==> src/rtl/isa_pkg.sv <==
// isa_pkg: shared op-bus field constants and helpers for the 16-bit ISA.
// Used by the fetch unit (HLT detection) and by decode-side consumers.
package isa_pkg;

  // Major opcode field op[15:14]
  localparam logic [1:0] OPC_ALU = 2'b11;
  localparam logic [1:0] OPC_BR  = 2'b10;
  localparam logic [1:0] OPC_LD  = 2'b00;
  localparam logic [1:0] OPC_ST  = 2'b01;

  // Branch condition "always" in op[13:11]
  localparam logic [2:0] BR_COND = 3'b111;

  // ALU sub-opcodes in op[7:4]
  localparam logic [3:0] SUB_OUT = 4'b1100;
  localparam logic [3:0] SUB_HLT = 4'b1111;

  // Field slice positions
  localparam int OPC_MSB = 15;
  localparam int OPC_LSB = 14;
  localparam int BRC_MSB = 13;
  localparam int BRC_LSB = 11;
  localparam int SUB_MSB = 7;
  localparam int SUB_LSB = 4;

  // True when the word is the HLT encoding (ALU major opcode with HLT sub-op).
  function automatic logic is_hlt(input logic [15:0] op);
    return (op[OPC_MSB:OPC_LSB] == OPC_ALU) && (op[SUB_MSB:SUB_LSB] == SUB_HLT);
  endfunction

endpackage

==> src/rtl/ifu_pc_reg.sv <==
// ifu_pc_reg: program counter for the fetch unit.
// Async reset to RESET_PC; a redirect load wins over a sequential increment.
// Increment wraps modulo 2^ADDR_W without any carry indication.
module ifu_pc_reg #(
  parameter int                 ADDR_W   = 12,
  parameter logic [ADDR_W-1:0]  RESET_PC = '0
) (
  input  logic              clk,
  input  logic              rst,
  input  logic              load_i,
  input  logic [ADDR_W-1:0] load_val_i,
  input  logic              inc_i,
  output logic [ADDR_W-1:0] pc_o
);

  logic [ADDR_W-1:0] pc_q;
  logic [ADDR_W-1:0] pc_d;

  // Next PC: load has priority, then increment, otherwise hold.
  always_comb begin
    pc_d = pc_q;
    if (load_i) begin
      pc_d = load_val_i;
    end else if (inc_i) begin
      pc_d = pc_q + {{(ADDR_W-1){1'b0}}, 1'b1};
    end else begin
      pc_d = pc_q;
    end
  end

  // PC register with asynchronous reset.
  always_ff @(posedge clk or posedge rst) begin
    if (rst) begin
      pc_q <= RESET_PC;
    end else begin
      pc_q <= pc_d;
    end
  end

  assign pc_o = pc_q;

endmodule

==> src/rtl/instr_fetch_unit.sv <==
// instr_fetch_unit: fetches 16-bit instruction words at PC and presents them
// on the op bus under a valid/ready handshake, with branch redirect.
// Optional feature macro IFU_HALT_DETECT_EN: when defined, the transfer of a
// HLT word stops fetching until reset and raises halted.
module instr_fetch_unit
  import isa_pkg::*;
#(
  parameter int                 ADDR_W   = 12,
  parameter logic [ADDR_W-1:0]  RESET_PC = '0
) (
  input  logic              clk,
  input  logic              rst,
  input  logic              run,
  output logic              imem_req,
  output logic [ADDR_W-1:0] imem_addr,
  input  logic [15:0]       imem_data,
  input  logic              imem_valid,
  output logic [15:0]       op_out,
  output logic              op_valid,
  input  logic              op_ready,
  output logic [ADDR_W-1:0] op_pc,
  input  logic              redirect,
  input  logic [ADDR_W-1:0] redirect_pc,
  output logic              halted
);

  typedef enum logic [2:0] {
    IDLE  = 3'd0,
    REQ   = 3'd1,
    WAIT  = 3'd2,
    HOLD  = 3'd3,
    DRAIN = 3'd4,
    HALT  = 3'd5
  } state_e;

  state_e            state_q, state_d;
  logic              req_q, req_d;
  logic              op_valid_q, op_valid_d;
  logic [15:0]       op_out_q, op_out_d;
  logic [ADDR_W-1:0] op_pc_q, op_pc_d;
  logic              halted_q, halted_d;
  logic              pc_load_s;
  logic              pc_inc_s;
  logic [ADDR_W-1:0] pc_s;

  ifu_pc_reg #(
    .ADDR_W   (ADDR_W),
    .RESET_PC (RESET_PC)
  ) u_pc (
    .clk        (clk),
    .rst        (rst),
    .load_i     (pc_load_s),
    .load_val_i (redirect_pc),
    .inc_i      (pc_inc_s),
    .pc_o       (pc_s)
  );

  // Next-state, PC control and next values of the registered outputs.
  always_comb begin
    state_d   = state_q;
    pc_load_s = 1'b0;
    pc_inc_s  = 1'b0;
    op_out_d  = op_out_q;
    op_pc_d   = op_pc_q;
    halted_d  = 1'b0;

    case (state_q)
      IDLE: begin
        if (redirect) begin
          pc_load_s = 1'b1;
          state_d   = run ? REQ : IDLE;
        end else if (run) begin
          state_d = REQ;
        end else begin
          state_d = IDLE;
        end
      end
      REQ: begin
        // A request already left this cycle; a redirect must drain its reply.
        if (redirect) begin
          pc_load_s = 1'b1;
          state_d   = DRAIN;
        end else begin
          state_d = WAIT;
        end
      end
      WAIT: begin
        if (redirect) begin
          pc_load_s = 1'b1;
          state_d   = imem_valid ? REQ : DRAIN;
        end else if (imem_valid) begin
          op_out_d = imem_data;
          op_pc_d  = pc_s;
          pc_inc_s = 1'b1;
          state_d  = HOLD;
        end else begin
          state_d = WAIT;
        end
      end
      HOLD: begin
        // Redirect discards the held op even if it would transfer this cycle.
        if (redirect) begin
          pc_load_s = 1'b1;
          state_d   = REQ;
        end else if (op_ready) begin
`ifdef IFU_HALT_DETECT_EN
          if (is_hlt(op_out_q)) begin
            state_d = HALT;
          end else if (run) begin
            state_d = REQ;
          end else begin
            state_d = IDLE;
          end
`else
          if (run) begin
            state_d = REQ;
          end else begin
            state_d = IDLE;
          end
`endif
        end else begin
          state_d = HOLD;
        end
      end
      DRAIN: begin
        if (redirect) begin
          pc_load_s = 1'b1;
          state_d   = imem_valid ? REQ : DRAIN;
        end else if (imem_valid) begin
          state_d = REQ;
        end else begin
          state_d = DRAIN;
        end
      end
      HALT: begin
        state_d = HALT;
      end
      default: begin
        state_d = IDLE;
      end
    endcase

    req_d      = (state_d == REQ);
    op_valid_d = (state_d == HOLD);
`ifdef IFU_HALT_DETECT_EN
    halted_d   = (state_d == HALT);
`else
    halted_d   = 1'b0;
`endif
  end

  // State and output registers; reset drops any in-flight fetch.
  always_ff @(posedge clk or posedge rst) begin
    if (rst) begin
      state_q    <= IDLE;
      req_q      <= 1'b0;
      op_valid_q <= 1'b0;
      op_out_q   <= 16'h0000;
      op_pc_q    <= RESET_PC;
      halted_q   <= 1'b0;
    end else begin
      state_q    <= state_d;
      req_q      <= req_d;
      op_valid_q <= op_valid_d;
      op_out_q   <= op_out_d;
      op_pc_q    <= op_pc_d;
      halted_q   <= halted_d;
    end
  end

  assign imem_req  = req_q;
  assign imem_addr = pc_s;
  assign op_out    = op_out_q;
  assign op_valid  = op_valid_q;
  assign op_pc     = op_pc_q;
  assign halted    = halted_q;

endmodule

==> config.mk <==
export PLATFORM = sky130hd
export DESIGN_NAME = instr_fetch_unit
export DESIGN_NICKNAME = d
export VERILOG_FILES = /design/src/rtl/isa_pkg.sv /design/src/rtl/ifu_pc_reg.sv /design/src/rtl/instr_fetch_unit.sv
export SDC_FILE = /design/constraint.sdc
export NUM_CORES = 1
export LEC_CHECK = 0
export ABC_AREA = 1
export CAP_MARGIN = 10
export CELL_PAD_IN_SITES_DETAIL_PLACEMENT = 0
export CELL_PAD_IN_SITES_GLOBAL_PLACEMENT = 1
export CORE_MARGIN = 10
export CORE_UTILIZATION = 34
export CTS_BUF_LIST = sky130_fd_sc_hd__clkbuf_16
export DETAILED_ROUTE_END_ITERATION = 8
export PLACE_DENSITY_LB_ADDON = 0.1
export SLEW_MARGIN = 30
export SYNTH_ARGS = -nofsm -noshare
export SYNTH_HDL_FRONTEND = slang
export SYNTH_SLANG_ARGS = --single-unit
export TNS_END_PERCENT = 5
==> constraint.sdc <==
create_clock -name clk -period 3.3 [get_ports clk]
set_input_delay 0.495 -clock clk [delete_from_list [all_inputs] [get_ports clk]]
set_output_delay 0.495 -clock clk [all_outputs]
set_load 0.005 [all_outputs]
==> run_results.csv <==
group,metric,value,unit
detailed_routing,drtIter0Drc,77,
floorplan,io_pins,77,
sta,finClkSkew,0.00459,ns
detailed_routing,drc,0,
logic_synthesis,synthMuxAreaShare,0,%
detailed_routing,wl,6.12,mm
final_layout,area_growth,43.6,%
job,cap_viol_max_count,0,
sta,drv_slew,0,
global_route,grt_pass1_wl,10.1,mm
global_route,grt_usage,12.3,%
logic_synthesis,synth_cell_type_count,23,
detailed_routing,ant_nets,0,
logic_synthesis,synth_top_family_by_area,"simple AND/OR/NAND/NOR gates",
sta,relSlewSlack,47.8,%
place,io_buffer_count,75,
logic_synthesis,synthXorXnorAreaFrac,0.403,%
clock_tree,cts_tree,"built",
floorplan,die_x,100,microns
logic_synthesis,synthCells,286,
pwr,peakVddDrop,0.326,mV
logic_synthesis,synth-simple-area-share,32.9,%
floorplan,rows,29,
critical_path,setup.worst_path.end_class,"output pin",
run_status,outcome,"completed",
logic_synthesis,synth-compound-area-share,5.98,%
pwr,leakagePower,1.55,nW
clock_tree,clock_path_buffers,2,
final_layout,num-fill-cells,614,
final_layout,nets,397,
clock_tree,cts_resized,0,
sta,tightest_slew,0.782,ns
sta,timing.hold.ws,0.468,ns
floorplan,die_y,100,microns
logic_synthesis,syn_avg_cell_area,7.61,sq um
floorplan,dieArea,10000,sq um
critical_path,cp_top_family,"buffers and inverters",
logic_synthesis,yosysWarnings,0,
critical_path,crit_buf_inv,1,
sta,tns,0,ns
logic_synthesis,syn_nets,321,
detailed_routing,wl_per_cell,13.9,microns
critical_path,critPathRequiredTime,2.80,ns
sta,min_period_over_period,55.1,%
logic_synthesis,syn_area,2180,sq um
final_layout,diodes,0,
detailed_routing,via_per_inst,4.57,
critical_path,crit_type,"flop to output pin",
clock_tree,clkLatencyLatePin,0.28,ns
detailed_routing,firstDrtPassIters,5,
critical_path,worstPathArrival,1.32,ns
critical_path,crit_slowest_cell,"clkdlybuf4s50_1",
hold_path,hp-class,"flop to flop",
critical_path,cp_cell_sequence,"clkdlybuf4s50_1",
logic_synthesis,synth-adder-area-share,0.575,%
global_route,grt_overflow,0,
place,dp_hpwl,4.50,mm
logic_synthesis,synth-seq-cells,45,
clock_tree,clk_pin_slew,0.06,ns
clock_tree,htreeDepth,2,
detailed_routing,vias,2008,
critical_path,cp-start-kind,"flop",
clock_tree,numCtsBuffers,5,
final_layout,drive_above_1_share,4.97,%
sta,clock.fmax,0.550,GHz
pwr,p_per_area,835,nW/um^2
floorplan,coreArea,6280,sq um
clock_tree,hold_buffers,0,
global_route,grt_pass1_vias,2031,
sta,setup_viol,0,
clock_tree,cts_root_buf,"clkbuf_16",
place,place_congestion,0.830,
clock_tree,cts_setup_buffers,0,
sta,rsz0062_at_grt,"false",
critical_path,crit_fanout,8,
clock_tree,cts.sinks,45,
sta,hold_violations,0,
critical_path,max_stage_delay,0.56,ns
sta,post-route-min-period,1.82,ns
global_route,antenna_found_initial,0,
global_route,grt_start_max_net_pins,46,
floorplan,initial_core_util,34.7,%
logic_synthesis,yosysSeqAreaShare,51.8,%
layout make-up:
| type | count | area, sq um | area share (%) |
|---|---|---|---|
| flip-flops and latches | 45 | 1130 | 36.0 |
| clock inverters | 2 | 11.3 | 0.360 |
| well taps | 77 | 96.3 | 3.08 |
| inverters | 34 | 129 | 4.12 |
| repair buffers | 77 | 766 | 24.5 |
| clock buffers | 5 | 125 | 4.00 |
| multi-input cells | 199 | 872 | 27.9 |
tightest hold or removal path, cell delays in order (launching register included):
cell and delay (ns):
dfrtp_1 0.34, nand2_1 0.05, nand2_1 0.04
synth_stat cells (all sizes together):
cell type  instances  share of area, %
o21ai             18               4.7
xor2               1              0.40
clkbuf             1              0.17
conb               1              0.17
nand2            123                21
buf                7               2.1
inv               34               5.9
or2                2              0.57
nand3             27               6.4
ha                 1              0.57
nor2              17               3.2
dfrtp             45                52
o22ai              1              0.29
o211ai             3               1.0
nand4              5               1.4
path summary, 6_finish.rpt:
check	startpoint	to	slack, ns	cells past startpoint
hold / removal	op_out[0]$_DFFE_PP0P_	op_out[0]$_DFFE_PP0P_	0.47	2
min in group asynchronous	rst	op_out[1]$_DFFE_PP0P_	0.66	2
hold reg to reg	op_out[0]$_DFFE_PP0P_	op_out[0]$_DFFE_PP0P_	0.47	2
setup / recovery	u_pc.pc_o[2]$_DFFE_PP0P_	imem_addr[2]	1.48	1
setup reg to reg	state_q[1]$_DFF_PP0_	u_pc.pc_o[6]$_DFFE_PP0P_	1.51	6
max in group asynchronous	rst	u_pc.pc_o[9]$_DFFE_PP0P_	2.18	2
registers in the layout, summed over array words and instances, names as in the netlist:
register / flops
imem_req: 1
op_out: 16
op_pc: 12
op_valid: 1
state_q: 3
u_pc.pc_o: 12
logic make-up after synthesis:
logic type	after synthesis
xor+xnor	1
buf+inv	42
flops	45
other cells	1
compound gates	22
fa+ha+maj	1
simple gates	174
cell usage in the layout, fill, tap and decap left out:
cell type        Yosys  layout
o22ai_1              1       1
nand4_1              5       5
dfrtp_1             45      45
o21ai_0             15      15
conb_1               1       1
xor2_1               1       1
clkdlybuf4s50_1      0      75
clkbuf_16            0       5
or2_2                2       2
inv_2                2       2
o21ai_1              2       2
nand2_2              1       1
o211ai_1             3       3
clkinv_1             0       1
ha_1                 1       1
clkinvlp_4           0       1
nor2_1              15      15
nand3_2              1       1
clkinv_2             0       1
buf_4                2       2
inv_1               32      31
nand3_1             26      26
nand2_1            122     122
o21ai_4              1       1
nor2_2               2       2
power by group:
part           internal [mW]  switching [mW]  total (mW)  leakage, nW
Clock                  0.273           0.199       0.472       0.0633
Combinational          0.619           0.502        1.12        0.918
Sequential             0.802           0.213        1.02        0.569
Total                   1.69           0.914        2.61         1.55
per-layer routing:
metal  global-route usage (%)  vias up  wire (microns)
met2                     19.2       54            2730
met1                     15.7      901            2930
met3                     4.40        8             386
met4                     3.80        0              70
met5                        0        -               0
li1                         -     1045               -
metrics by stage:
step | worst slack, ns | util [%] | area [sq um] | cells | power, mW
after floorplan | 1.75 | - | 2180 | 286 | 1.49
after global routing | 1.38 | 49.8 | 3130 | 439 | 2.85
after CTS | 1.48 | 49.8 | 3120 | 439 | 2.65
after detailed placement | 1.25 | 47.6 | 2990 | 432 | 2.17
after global placement | 1.29 | 47.6 | 2990 | 432 | 2.16
final | 1.48 | 49.8 | 3130 | 439 | 2.61
No activity file was read; power rests on OpenSTA's default activity.
